--- config.mk ---
export PLATFORM = sky130hd
export DESIGN_NAME = trisc_sequencer
export DESIGN_NICKNAME = d
export VERILOG_FILES = /design/src/rtl/trisc_sequencer.sv
export SDC_FILE = /design/constraint.sdc
export NUM_CORES = 1
export LEC_CHECK = 0
export ABC_CLOCK_PERIOD_IN_PS = 2200
export BUFFER_PORTS_ARGS = -buffer_cell sky130_fd_sc_hd__buf_2
export CAP_MARGIN = 5
export CORE_MARGIN = 2
export CORE_UTILIZATION = 54
export CTS_BUF_LIST = sky130_fd_sc_hd__clkbuf_8
export DETAILED_ROUTE_END_ITERATION = 10
export GPL_TIMING_DRIVEN = 0
export PLACE_DENSITY_LB_ADDON = 0.08
export SYNTH_ARGS = -nofsm -noshare
export SYNTH_HDL_FRONTEND = slang
export SYNTH_SLANG_ARGS = --single-unit
--- constraint.sdc ---
create_clock -name SysClock -period 2.2 [get_ports SysClock]
set_input_delay 0.44 -clock SysClock [delete_from_list [all_inputs] [get_ports SysClock]]
set_output_delay 0.44 -clock SysClock [all_outputs]
set_load 0.1 [all_outputs]
--- src/rtl/trisc_sequencer.sv ---
// trisc_sequencer: fetch/decode/execute microsequencer for the TRISC datapath.
// Drives the registered control word C[0:14] from the IR opcode and the ACC zero flag.
// READ_LAT sets the RAM read latency; READ_LAT-1 wait states follow every read strobe.
// Optional single-step input: define TRISC_SEQ_STEP_EN to add the Step port.
// C is computed from the state being entered, so each C word lines up with its own state.
module trisc_sequencer #(
  parameter int OPW      = 4,
  parameter int CW       = 15,
  parameter int READ_LAT = 1
) (
  input  logic           SysClock,
  input  logic           Reset,
  input  logic           Run,
`ifdef TRISC_SEQ_STEP_EN
  input  logic           Step,
`endif
  input  logic [OPW-1:0] Opcode,
  input  logic           AccZero,
  output logic [0:CW-1]  C,
  output logic           Halted,
  output logic           InstrDone,
  output logic [2:0]     State
);

  typedef enum logic [3:0] {
    S_INIT, S_CLR, S_IDLE, S_F0, S_FW, S_F1, S_DEC,
    S_E0, S_EW, S_E1, S_E2, S_HALT
  } state_t;

  localparam bit         HAS_WAIT  = (READ_LAT > 1);
  localparam logic [1:0] WAIT_LOAD = (READ_LAT > 1) ? 2'(READ_LAT - 2) : 2'd0;

  state_t        state, state_next, after_instr;
  logic [1:0]    wcnt, wcnt_next;
  logic          run_low, run_low_next;
  logic          step_mode, step_mode_next;
  logic [0:CW-1] c_next;
  logic          done_next;
  logic          is_alu, is_read;
  logic          step_edge;

  assign is_alu  = (Opcode[3:2] == 2'b01);
  assign is_read = is_alu || (Opcode == 4'h2);

  // An instruction ends in F0 for free-running mode, IDLE when stopped or single-stepping
  assign after_instr = (Run && !step_mode) ? S_F0 : S_IDLE;

`ifdef TRISC_SEQ_STEP_EN
  logic step_q;

  // Previous Step level for rising-edge detection
  always_ff @(posedge SysClock or negedge Reset) begin
    if (!Reset) step_q <= 1'b0;
    else        step_q <= Step;
  end

  assign step_edge = Step & ~step_q;
`else
  assign step_edge = 1'b0;
`endif

  // Next-state selection, wait-state counting and HALT re-arm tracking
  always_comb begin
    state_next     = state;
    wcnt_next      = wcnt;
    run_low_next   = run_low;
    step_mode_next = step_mode;
    case (state)
      S_INIT: state_next = S_CLR;
      S_CLR:  state_next = S_IDLE;
      S_IDLE: begin
        step_mode_next = 1'b0;
        if (Run) begin
          state_next = S_F0;
        end else if (step_edge) begin
          state_next     = S_F0;
          step_mode_next = 1'b1;
        end
      end
      S_F0: begin
        if (HAS_WAIT) begin
          state_next = S_FW;
          wcnt_next  = WAIT_LOAD;
        end else begin
          state_next = S_F1;
        end
      end
      S_FW: begin
        if (wcnt == 2'd0) state_next = S_F1;
        else              wcnt_next  = wcnt - 2'd1;
      end
      S_F1: state_next = S_DEC;
      S_DEC: begin
        if (Opcode == 4'hF) begin
          state_next     = S_HALT;
          run_low_next   = 1'b0;
          step_mode_next = 1'b0;
        end else begin
          state_next = S_E0;
        end
      end
      S_E0: begin
        if (is_read) begin
          if (HAS_WAIT) begin
            state_next = S_EW;
            wcnt_next  = WAIT_LOAD;
          end else begin
            state_next = S_E1;
          end
        end else begin
          state_next = after_instr;
        end
      end
      S_EW: begin
        if (wcnt == 2'd0) state_next = S_E1;
        else              wcnt_next  = wcnt - 2'd1;
      end
      S_E1: state_next = is_alu ? S_E2 : after_instr;
      S_E2: state_next = after_instr;
      S_HALT: begin
        // Resume needs a fresh Run rising edge, so Run must be seen low first
        if (!Run)         run_low_next = 1'b1;
        else if (run_low) state_next   = S_F0;
      end
      default: state_next = S_INIT;
    endcase
  end

  // Control word and done pulse for the state about to be entered
  always_comb begin
    c_next    = '0;
    done_next = 1'b0;
    case (state_next)
      S_CLR: begin
        c_next[0] = 1'b1;
        c_next[8] = 1'b1;
      end
      S_F0: begin
        c_next[3] = 1'b1;
        c_next[4] = 1'b1;
      end
      S_F1: begin
        c_next[7] = 1'b1;
        c_next[2] = 1'b1;
      end
      S_E0: begin
        done_next = !is_read;
        case (Opcode)
          4'h0:                      c_next[8] = 1'b1;
          4'h1:                      c_next[9] = 1'b1;
          4'h2, 4'h4, 4'h5, 4'h6, 4'h7: c_next[4] = 1'b1;
          4'h3: begin
            c_next[4] = 1'b1;
            c_next[5] = 1'b1;
          end
          4'h8:                      c_next[1] = 1'b1;
          4'h9:                      c_next[1] = AccZero;
          default: ;
        endcase
      end
      S_E1: begin
        if (is_alu) begin
          c_next[14] = 1'b1;
          c_next[13] = Opcode[1];
          c_next[12] = Opcode[0];
        end else begin
          c_next[11] = 1'b1;
          done_next  = 1'b1;
        end
      end
      S_E2: begin
        c_next[10] = 1'b1;
        c_next[11] = 1'b1;
        done_next  = 1'b1;
      end
      S_HALT: done_next = (state == S_DEC);
      default: ;
    endcase
  end

  // State and registered outputs; reset drops any pending RAM write at once
  always_ff @(posedge SysClock or negedge Reset) begin
    if (!Reset) begin
      state     <= S_INIT;
      wcnt      <= 2'd0;
      run_low   <= 1'b0;
      step_mode <= 1'b0;
      C         <= '0;
      Halted    <= 1'b0;
      InstrDone <= 1'b0;
    end else begin
      state     <= state_next;
      wcnt      <= wcnt_next;
      run_low   <= run_low_next;
      step_mode <= step_mode_next;
      C         <= c_next;
      Halted    <= (state_next == S_HALT);
      InstrDone <= done_next;
    end
  end

  // Debug display code: 0 INIT, 1 IDLE, 2 fetch, 3 DEC, 4 E0(+wait), 5 E1, 6 E2, 7 HALT
  always_comb begin
    State = 3'd0;
    case (state)
      S_INIT, S_CLR:    State = 3'd0;
      S_IDLE:           State = 3'd1;
      S_F0, S_FW, S_F1: State = 3'd2;
      S_DEC:            State = 3'd3;
      S_E0, S_EW:       State = 3'd4;
      S_E1:             State = 3'd5;
      S_E2:             State = 3'd6;
      S_HALT:           State = 3'd7;
      default:          State = 3'd0;
    endcase
  end

endmodule
After elaboration in Yosys (flattened, before gate mapping)
Memory sizes are Yosys's and may differ from the RTL's. Cells that the tools add are included.

Register bits: 24. Bits in read-only memories: 48. Bits of input ports: 8. Output and inout port bits: 20. Word-level logic and storage cells: 88. Memories kept: 1.

Memories: (no name shown) (words 16, width 3, read ports 1, clocked after memory_dff 0, wr ports 0, RTL line 205) `case (state)`.

Add/sub/neg operators: 1. Equality and inequality tests: 31. Muxes and demuxes: 33. Bitwise operators: 1. Reductions and logical operators: 14.

Operators with widths (number): 4-bit one-hot mux with 12 select lines (1); 4-bit by 3-bit equality test with 1-bit output (second input constant) (10); 4-bit equality test (second input constant) (10); 4-bit 2-to-1 mux (8); 4-bit by 2-bit equality test with 1-bit output (second input constant) (5); 1-bit 2-to-1 mux (15); 4-bit by 1-bit equality test with 1-bit output (second input constant) (3); 1-bit one-hot mux with 2 select lines (6); 4-bit zero test (2); 3-bit 2-to-1 mux (2); 6-bit OR reduction (1); 2-bit != test (second input constant) (2); 1-bit one-hot mux with 4 select lines (1); 2-bit AND reduction (2); 2-bit nonzero test (2); 3-bit AND reduction (1); 2-bit by 1-bit equality test with 1-bit output (second input constant) (1); 1-bit zero test (2); 2-bit zero test (1); 2-bit OR reduction (1); 2-bit by 1-bit subtractor with 2-bit output (second input constant) (1); 1-bit logical AND (1); 1-bit logical OR (1); 1-bit inverter (1).

Longest topological paths before layout
Gate-level depths: netlist of run 1.

Depth in word-level cells: 7. Gate-level depth with buffers: 7. Depth with buffers taken out: 7.

Worst setup path after synthesis of run 1
OpenSTA, ideal clock, no wires.

Path kind: register to output. From: register state[3]. To: output State[0]. Arrival time: 2.749 ns. Data required time: 1.760 ns. Slack: -0.989 ns. Cell stages (with the launch flop): 4. Buffers on the path: 1. Cells stage by stage: dfrtp_1 -> buf_2 -> nand2_1 -> o21ai_0.

Cells in the longest elaborated chain, start to end: 1.

RTL lines: from (decl) (RTL line 33) `state_t state, state_next, after_instr;`; from (signal assigned) (RTL line 192) `state <= state_next;`; memory read 16 x 3 bit; to (decl) (RTL line 22) `output logic [2:0] State`.

Every way passes these cells.

Worst setup path in the final report of run 1
From: register state[2]. To: output State[1].

Same word-level chain as after synthesis.

==> results of run 1 <==
## layer usage
layer / part of all wire / routed length [microns]
met4: 0.012 / 27
met3: 0.042 / 94
met5: 0 / 0
met2: 0.51 / 1130
met1: 0.44 / 976
## synth_stat cells (all sizes together), types with 2 or more instances
cell / instances / area [sq um]
dfrtp: 22 / 551
inv: 11 / 41.3
nor2: 9 / 33.8
nand2: 8 / 30.0
buf: 6 / 42.5
nand2b: 6 / 37.5
o21ai: 6 / 30.0
nor4: 5 / 31.3
a21oi: 3 / 15.0
nor3: 3 / 15.0
a2111oi: 2 / 23.8
and4: 2 / 17.5
nor2b: 2 / 12.5
o31ai: 2 / 15.0
## critical path, delay by kind of cell, from the launching register on
family                 cells  cell delay, ns
AND/OR/NAND/NOR            1            0.19
flip-flops                 1            0.41
AO/OA/AOI/OAI              1            0.14
buffers and inverters      2            0.62
## layout make-up
type	count	area, sq um
flip-flops and latches	22	551
repair buffers	25	128
fillers	161	613
inverters	11	41.3
clock buffers	4	55.1
plain buffers	7	46.3
multi-input cells	69	474
well taps	27	33.8
## logic make-up (layout without fill, tap and decap cells)
kind of cell / Yosys count / count (layout) / share of synthesized area
simple gates: 42 / 42 / 0.222
compound gates: 24 / 24 / 0.176
flops: 22 / 22 / 0.499
buf+inv: 18 / 47 / 0.0795
fa+ha+maj: 1 / 1 / 0.0113
other cells: 1 / 1 / 0.00340
xor+xnor: 1 / 1 / 0.00795
## flip-flops by register name (all words and copies together), names as in the netlist
signal,count
Halted,1
InstrDone,1
C,13
state,4
run_low,1
wcnt,2
## worst max path at each step
stage | start | end | slack [ns]
after floorplan | state[3] | State[0] | -0.23
after global placement | Opcode[3] | C[4] | 0.21
after detailed placement | Opcode[3] | C[4] | 0.18
after CTS | state[3] | State[0] | 0.11
after global routing | state[2] | State[1] | 0.06
final | state[2] | State[1] | 0.14
## cells in the final DEF, fill, tap and decap left out, types with 2 or more instances in the layout
cell                        n
sky130_fd_sc_hd__nand2b_1   6
sky130_fd_sc_hd__nor2_1     9
sky130_fd_sc_hd__buf_2     25
sky130_fd_sc_hd__nor2b_1    2
sky130_fd_sc_hd__clkbuf_8   4
sky130_fd_sc_hd__o21ai_0    4
sky130_fd_sc_hd__nand2_1    8
sky130_fd_sc_hd__nor3_1     3
sky130_fd_sc_hd__a21oi_1    3
sky130_fd_sc_hd__nor4_1     5
sky130_fd_sc_hd__buf_4      5
sky130_fd_sc_hd__dfrtp_1   22
sky130_fd_sc_hd__inv_1     11
sky130_fd_sc_hd__o31ai_1    2
sky130_fd_sc_hd__and4_1     2
## metrics by stage
step | cell area, sq um | utilization | setup slack (ns)
5_1_grt | 1330 | 0.684 | 0.0611
6_report | 1330 | 0.684 | 0.136
3_3_place_gp | 1270 | 0.655 | 0.214
3_5_place_dp | 1270 | 0.655 | 0.185
2_1_floorplan | 1110 | - | -0.233
4_1_cts | 1330 | 0.683 | 0.113
==> flow_summary.json, run 1 <==
{
  "worstSkewPairLatency_ns": 0.26,
  "clock_skew_ns": 0.00501,
  "worst_max_slew_margin_expressed_relative_to_the_limit": 0.635,
  "initial_utilization": 0.568,
  "status": "finished clean",
  "worst_pin_slew_ns": 0.543,
  "worst_hold_slack_ns": 0.135,
  "top_level_ports": 28,
  "timing.critical_path.fanout_max": 10,
  "fp.dieArea_sq_um": 2420,
  "grt_busiest_layer": "met2",
  "yosys_warns": 0,
  "die-height_microns": 49.2,
  "finalCriticalPeriod_ns": 2.06,
  "setup_viol": 0,
  "htree_num_levels": 1,
  "floorplan.core_area_sq_um": 1940,
  "syn-instance-count": 109,
  "critPathRequiredTime_ns": 1.76,
  "cts_hold_buf": 0,
  "post-place-cells": 161,
  "worstHoldPathType": "in2async",
  "worstSetupEndpointType": "output pin",
  "crit_path_top_delay_cell": "sky130_fd_sc_hd__buf_2",
  "number_of_antenna_violations_at_the_first_check_in_global_routing": 0,
  "ys_async_sr_fraction": 1.00,
  "postSynthRegisterBits": 22,
  "fin_hold_viols": 0,
  "die_w_microns": 49.2,
  "rows": 16,
  "setup_tns_ns": 0,
  "layoutNonFillerInstCount": 165,
  "dpl_wire_length_mm": 1.63,
  "number_of_port_buffers": 25,
  "avgSynthCellArea_sq_um": 10.1,
  "cap_viol_max_count": 0,
  "largest_net_degree_at_the_start_of_global_routing": 23,
  "cts_num_sinks": 22,
  "cts_buffer_depth": 2,
  "synth_edf_count": 0,
  "critical_path.startpoint_type": "flop",
  "tritoncts.num_buffers": 3,
  "num_vias": 906,
  "rr_startpoint": "state[1]",
  "tritoncts": "built",
  "grtUsageMet1": 0.252,
  "cts_post_setup_buffers_inserted": 0,
  "worstRegToRegCells": 6,
  "routedWlPerCell_microns": 13.5,
  "ctsResizeCount": 0,
  "ordered_list_of_cells_on_the_worst_path": "buf_4 -> nand2b_1 -> o22ai_2 -> buf_2",
  "grt_pass1_vias": 894,
  "syn2layout_area_growth_pct": 20.5,
  "drt-initial-drc-count": 27,
  "post_drt_via_cell_ratio": 5.49,
  "synth_seq_area_share": 0.499,
  "cpPeakStageDelay_ns": 0.44,
  "fmax_mhz": 484,
  "gp_congestion": 0.874,
  "track_usage": 0.205,
  "timing.critical_path.arrival_ns": 1.62,
  "antenna_cells": 0,
  "reg2reg_to": "C[4]",
  "synth-main-ff-cell": "sky130_fd_sc_hd__dfrtp_1",
  "gr-total-overflow": 0,
  "setup.worst_path.class": "reg2out",
  "globalRouteMet3Util": 0.0276,
  "synth.net_count": 118,
  "nets": 148,
  "clkSlewWorstSetupHoldPaths_ns": 0.08,
  "buffer_cell_driving_the_clock_tree_root": "sky130_fd_sc_hd__clkbuf_8",
  "setup_repair_after_global_routing_missed_its_margin": "no",
  "grt.met2_usage": 0.360,
  "final_layout_size_suffix_gt1_frac": 0.319,
  "drc_violations_left": 0,
  "grt_first_pass_wirelength_mm": 3.84,
  "timing_max_transition_violations_final": 0,
  "yosys.cell_types.count": 38,
  "route.antenna.remaining_nets": 0,
  "synthesis.area_sq_um": 1100,
  "worst-r2r-setup-slack_ns": 0.28,
  "fin_crit_sh": 0.938,
  "wl_mm": 2.23,
  "length_of_the_first_detailed_routing_pass_in_iterations": 4
}
Power of run 1 is not shown: default switching activity piles up to over one toggle a cycle in this logic, so the estimate is an artifact.
==> run 2: changes to the inputs <==
==> config.mk (replaced) <==
export PLATFORM = sky130hd
export DESIGN_NAME = trisc_sequencer
export DESIGN_NICKNAME = d
export VERILOG_FILES = /design/src/rtl/trisc_sequencer.sv
export SDC_FILE = /design/constraint.sdc
export NUM_CORES = 1
export LEC_CHECK = 0
export ABC_CLOCK_PERIOD_IN_PS = 2200
export CAP_MARGIN = 5
export CORE_MARGIN = 2
export CORE_UTILIZATION = 64
export CTS_BUF_LIST = sky130_fd_sc_hd__clkbuf_8
export DETAILED_ROUTE_END_ITERATION = 10
export DONT_BUFFER_PORTS = 1
export GPL_TIMING_DRIVEN = 0
export PLACE_DENSITY = 0.87
export SYNTH_ARGS = -nofsm -noshare
export SYNTH_HDL_FRONTEND = slang
export SYNTH_SLANG_ARGS = --single-unit
==> run 2 against run 1 <==
  * Register-to-register slack worse by 0.07 ns
  * Wire length is 1.7% higher
  * Via count is 7.1% lower
  * Global-route usage is 5.6 points higher
  * Cell count is 21% lower
  * Sequential cell count stayed put
  * Worst setup slack worse by 0.037 ns
  * Non-clock buffer count is 24 lower
  * Die area is 14% lower
  * Fmax is 1.7% lower
  * Sequential share of layout area is 3.6 points higher
==> flow_summary.json, run 2 (synthesized netlist as in run 1, its figures left out) <==
{
  "worstSkewPairLatency_ns": 0.26,
  "finalCoreUtilization": 0.785,
  "fp.dieArea_sq_um": 2070,
  "length_of_the_first_detailed_routing_pass_in_iterations": 4,
  "seqCellArea_sq_um": 551,
  "critPathRequiredTime_ns": 1.76,
  "buffer_cell_driving_the_clock_tree_root": "sky130_fd_sc_hd__clkbuf_8",
  "setup.worst_path.class": "reg2out",
  "fin_crit_sh": 0.955,
  "cpPeakStageDelay_ns": 0.59,
  "worstSetupEndpointType": "output pin",
  "cts_num_sinks": 22,
  "timing_max_transition_violations_final": 0,
  "syn2layout_area_growth_pct": 11.0,
  "worst_pin_slew_ns": 0.971,
  "rr_startpoint": "state[3]",
  "setup_repair_after_global_routing_missed_its_margin": "no",
  "rows": 14,
  "drc_violations_left": 0,
  "number_of_antenna_violations_at_the_first_check_in_global_routing": 0,
  "num_vias": 842,
  "cap_viol_max_count": 0,
  "drt-initial-drc-count": 16,
  "finalCriticalPeriod_ns": 2.10,
  "tritoncts.num_buffers": 3,
  "route.antenna.remaining_nets": 0,
  "ordered_list_of_cells_on_the_worst_path": "buf_4 -> nand2b_1 -> o22ai_4",
  "floorplan.core_area_sq_um": 1560,
  "antenna_cells": 0,
  "track_usage": 0.261,
  "mostFrequentLayoutCell": "sky130_fd_sc_hd__dfrtp_1",
  "cts_post_setup_buffers_inserted": 0,
  "worst_max_slew_margin_expressed_relative_to_the_limit": 0.350,
  "largest_reg_flops": 13,
  "num-fill-cells": 103,
  "post_drt_via_cell_ratio": 6.48,
  "die-height_microns": 45.5,
  "status": "finished clean",
  "gr-total-overflow": 0,
  "reg.largest.list": "C (13), state (4), wcnt (2)",
  "dpl_wire_length_mm": 1.60,
  "gp_congestion": 0.916,
  "largest_net_degree_at_the_start_of_global_routing": 23,
  "top_level_ports": 28,
  "multi_input_comb_area_sq_um": 500,
  "timing.final.ws_setup_ns": 0.0991,
  "fin_hold_viols": 0,
  "wl_mm": 2.27,
  "pre_cts_slack_ns": 0.124,
  "worst_hold_slack_ns": 0.241,
  "htree_num_levels": 1,
  "die_w_microns": 45.5,
  "timing.critical_path.fanout_max": 10,
  "nets": 124,
  "routedWlPerCell_microns": 17.4,
  "crit_path_top_delay_cell": "sky130_fd_sc_hd__o22ai_4",
  "setup_tns_ns": 0,
  "timing.hold.worst.start": "Opcode[2]",
  "number_of_port_buffers": 0,
  "layout_common_cells": "sky130_fd_sc_hd__dfrtp_1, sky130_fd_sc_hd__inv_1, sky130_fd_sc_hd__nor2_1",
  "clock_skew_ns": 0.00669,
  "setup_viol": 0,
  "grt_first_pass_wirelength_mm": 3.88,
  "clkSlewWorstSetupHoldPaths_ns": 0.08,
  "largest_register": "C",
  "setup.worst_path.start": "state[2]",
  "grt_pass1_vias": 835,
  "initial_utilization": 0.707,
  "tritoncts": "built",
  "critical_path.startpoint_type": "flop",
  "timing.critical_path.arrival_ns": 1.66,
  "final_layout_size_suffix_gt1_frac": 0.175,
  "worstHoldPathType": "in2reg",
  "cts_buffer_depth": 2,
  "fmax_mhz": 476
}
[run 2: final timing paths]
| check | end | slack [ns] | cells past startpoint |
|---|---|---|---|
| max in group asynchronous | state[2] | 0.82 | 1 |
| hold reg to reg | wcnt[0] | 0.49 | 1 |
| min in group asynchronous | C[9] | 0.78 | 1 |
| setup / recovery | State[1] | 0.1 | 3 |
| setup reg to reg | C[13] | 0.21 | 5 |
| hold / removal | C[9] | 0.24 | 1 |
[run 2: area by class of cell]
| cell class | instances | share of cell area |
|---|---|---|
| clock buffer | 4 | 0.0450 |
| inverter | 11 | 0.0337 |
| tap | 16 | 0.0164 |
| sequential | 22 | 0.450 |
| timing repair buffer | 1 | 0.00818 |
| multi-input combinational | 69 | 0.409 |
| buffer | 7 | 0.0378 |
[run 2: metrics by stage]
step                      area [sq um]  std cells
after floorplan                   1110        109
after global placement            1130        125
after detailed placement          1140        125
after CTS                         1220        130
after global routing              1220        130
final                             1220        130
[run 2: what timing repair did]
item | 4_1_cts | 5_1_grt
endpoints found under the setup margin | 3 | 0
hold endpoints to repair | 22 | 0
resized for setup | 3 | 0
hold buffers | 1 | 0
[run 2: worst max-delay path: cells and delay by family (launching register included)]
kind / cells / cell delay [ns]
and+or+nand+nor: 1 / 0.21
DFF: 1 / 0.41
buffers and inverters: 1 / 0.19
AOI/OAI and AO/OA: 1 / 0.59
[run 2: layer usage]
metal	share of wire	track usage
met1	0.42	0.346
met2	0.50	0.425
met3	0.064	0.0317
met4	0.014	0.112
met5	0	0
Power of run 2 is left out for the same reason.
==> run 3: changes to the inputs <==
--- a/config.mk
+++ b/config.mk
@@ -5,6 +5,7 @@
 export SDC_FILE = /design/constraint.sdc
 export NUM_CORES = 1
 export LEC_CHECK = 0
+export ABC_AREA = 1
 export ABC_CLOCK_PERIOD_IN_PS = 2200
 export CAP_MARGIN = 5
 export CORE_MARGIN = 2
==> run 3 against run 2 <==
  * Wire length down 0.75%
  * Synthesized cell count up 28%
  * Clock-buffer cell count down 1
  * Critical path type unchanged
  * Largest cell class unchanged
  * Highest routed layer unchanged
==> flow_summary.json, run 3 <==
{
  "status": "finished clean",
  "gr-total-overflow": 0,
  "synth_edf_count": 0,
  "avgSynthCellArea_sq_um": 8.32,
  "nets": 154,
  "yosys_warns": 0,
  "top_cells_by_area_in_the_synthesized_netlist": "sky130_fd_sc_hd__dfrtp_1, sky130_fd_sc_hd__nand2_1, sky130_fd_sc_hd__inv_1",
  "syn2layout_area_growth_pct": 12.1,
  "die_w_microns": 46.5,
  "fin_crit_sh": 0.934,
  "dpl_wire_length_mm": 1.75,
  "buffer_cell_driving_the_clock_tree_root": "sky130_fd_sc_hd__clkbuf_8",
  "clkSlewWorstSetupHoldPaths_ns": 0.08,
  "setup_viol": 0,
  "antenna_cells": 0,
  "timing.critical_path.arrival_ns": 1.61,
  "number_of_port_buffers": 0,
  "cts_num_sinks": 22,
  "yosysTopAreaCellShare": 0.476,
  "ys_async_sr_fraction": 1.00,
  "detailed_place.area_sq_um": 1200,
  "post_drt_via_cell_ratio": 5.40,
  "worstRegToRegCells": 9,
  "critical-path-top-delay-family": "flip-flops",
  "tritoncts": "built",
  "cts_post_setup_buffers_inserted": 0,
  "synthTopCellsByCount": "sky130_fd_sc_hd__nand2_1, sky130_fd_sc_hd__dfrtp_1, sky130_fd_sc_hd__inv_1",
  "setup_repair_after_global_routing_missed_its_margin": "no",
  "worst_pin_slew_ns": 0.965,
  "cpPeakStageDelay_ns": 0.93,
  "worst-path-stages": 1,
  "synth.net_count": 148,
  "finalCoreUtilization": 0.759,
  "reg.largest.list": "C (13), state (4), wcnt (2)",
  "drt-initial-drc-count": 29,
  "critPathRequiredTime_ns": 1.76,
  "syn-instance-count": 139,
  "floorplan.core_area_sq_um": 1710,
  "gp_congestion": 0.860,
  "fin_hold_viols": 0,
  "num_vias": 913,
  "mostFrequentLayoutCell": "sky130_fd_sc_hd__nand2_1",
  "final_layout_size_suffix_gt1_frac": 0.243,
  "synthesis.area_sq_um": 1160,
  "path_buf_inv": 1,
  "yosys.cell_count.top_type": "sky130_fd_sc_hd__nand2_1",
  "cap_viol_max_count": 0,
  "routedWlPerCell_microns": 13.3,
  "worstSkewPairLatency_ns": 0.26,
  "largest_reg_flops": 13,
  "rows": 15,
  "synth_seq_area_share": 0.476,
  "finalCriticalPeriod_ns": 2.05,
  "worst_max_slew_margin_expressed_relative_to_the_limit": 0.354,
  "yosysTopAreaCell": "sky130_fd_sc_hd__dfrtp_1",
  "timing.critical_path.fanout_max": 2,
  "track_usage": 0.247,
  "die-height_microns": 46.5,
  "fmax_mhz": 487,
  "cts_buffer_depth": 2,
  "setup.worst_path.start": "C[2]",
  "worstSetupEndpointType": "output pin",
  "initial_utilization": 0.677,
  "clock_skew_ns": 0.00608,
  "largest_register": "C",
  "crit_path_top_delay_cell": "sky130_fd_sc_hd__dfrtp_1",
  "route.antenna.remaining_nets": 0,
  "postLayoutCellArea_sq_um": 1300,
  "top_level_ports": 28,
  "drc_violations_left": 0,
  "synth-main-ff-cell": "sky130_fd_sc_hd__dfrtp_1",
  "timing_max_transition_violations_final": 0,
  "postSynthRegisterBits": 22,
  "rr_startpoint": "state[2]",
  "number_of_antenna_violations_at_the_first_check_in_global_routing": 0,
  "setup.worst_path.class": "reg2out",
  "layout_common_cells": "sky130_fd_sc_hd__nand2_1, sky130_fd_sc_hd__dfrtp_1, sky130_fd_sc_hd__inv_1",
  "timing.hold.worst.start": "Opcode[3]",
  "wl_mm": 2.25,
  "hold_depth": 3,
  "worstHoldPathType": "in2reg",
  "yosys.cell_types.count": 26,
  "ordered_list_of_cells_on_the_worst_path": "buf_4",
  "grt_pass1_vias": 881,
  "worst-r2r-setup-slack_ns": 0.66,
  "critical_path.startpoint_type": "flop",
  "length_of_the_first_detailed_routing_pass_in_iterations": 4,
  "fp.dieArea_sq_um": 2160,
  "htree_num_levels": 1,
  "tritoncts.num_buffers": 3,
  "largest_net_degree_at_the_start_of_global_routing": 23,
  "grt_first_pass_wirelength_mm": 3.72
}
==> run 3: cell types whose count changed in the layout (fill, tap and decap cells not counted), sizes merged, moves of 3 or more <==
| cell | change |
|---|---|
| nand2b | -6 |
| nor2 | +12 |
| nand3 | +15 |
| nand2 | +24 |
| inv | +12 |
| a21oi | -3 |
| nor4 | -3 |
==> run 3: final cells by class <==
cell class                      instances  area [sq um]
Clock buffer                            3          41.3
Timing Repair Buffer                    1          10.0
Fill cell                             129           412
Buffer                                  4          33.8
Inverter                               23          86.3
Clock inverter                          1          30.0
Sequential cell                        22           551
Tap cell                               25          31.3
Multi-Input combinational cell         90           513
==> run 3: metrics by stage <==
step,TNS [ns],hold WS [ns],std cells,setup WS [ns]
after floorplan,-0.214,0.144,139,-0.214
after global placement,-0.258,0.145,164,-0.258
after detailed placement,0,0.145,164,0.209
after CTS,0,0.357,169,0.137
after global routing,0,0.389,169,0.106
final,0,0.355,169,0.146
==> run 3: routing by layer <==
layer	vias up	GRT usage	share of wire	routed length [microns]
li1	448	-	-	-
met1	431	0.346	0.42	945
met2	32	0.411	0.52	1160
met3	2	0.0157	0.052	117
met4	0	0.0686	0.011	24
met5	-	0	0	0
==> run 3: repair_timing <==
item	CTS	global route
setup endpoints to repair	3	0
hold buffers	1	0
hold endpoints to repair	22	0
gates resized for setup	3	0
==> run 3: cell families (layout without fill, tap and decap cells) <==
logic type,Yosys count,count (layout),synth area share
other,1,1,0.00324
buffers and inverters,27,32,0.104
DFF,22,22,0.476
AOI/OAI and AO/OA,10,10,0.0563
adders and majority gates,1,1,0.0108
xor gates and xnor gates,1,1,0.00758
and+or+nand+nor,77,77,0.342
==> run 3: final timing paths <==
path | to
min in group asynchronous | C[1]
hold / removal | C[9]
max in group asynchronous | C[0]
hold reg to reg | run_low
setup reg to reg | C[4]
setup / recovery | C[2]
Power of run 3 is left out for the same reason.
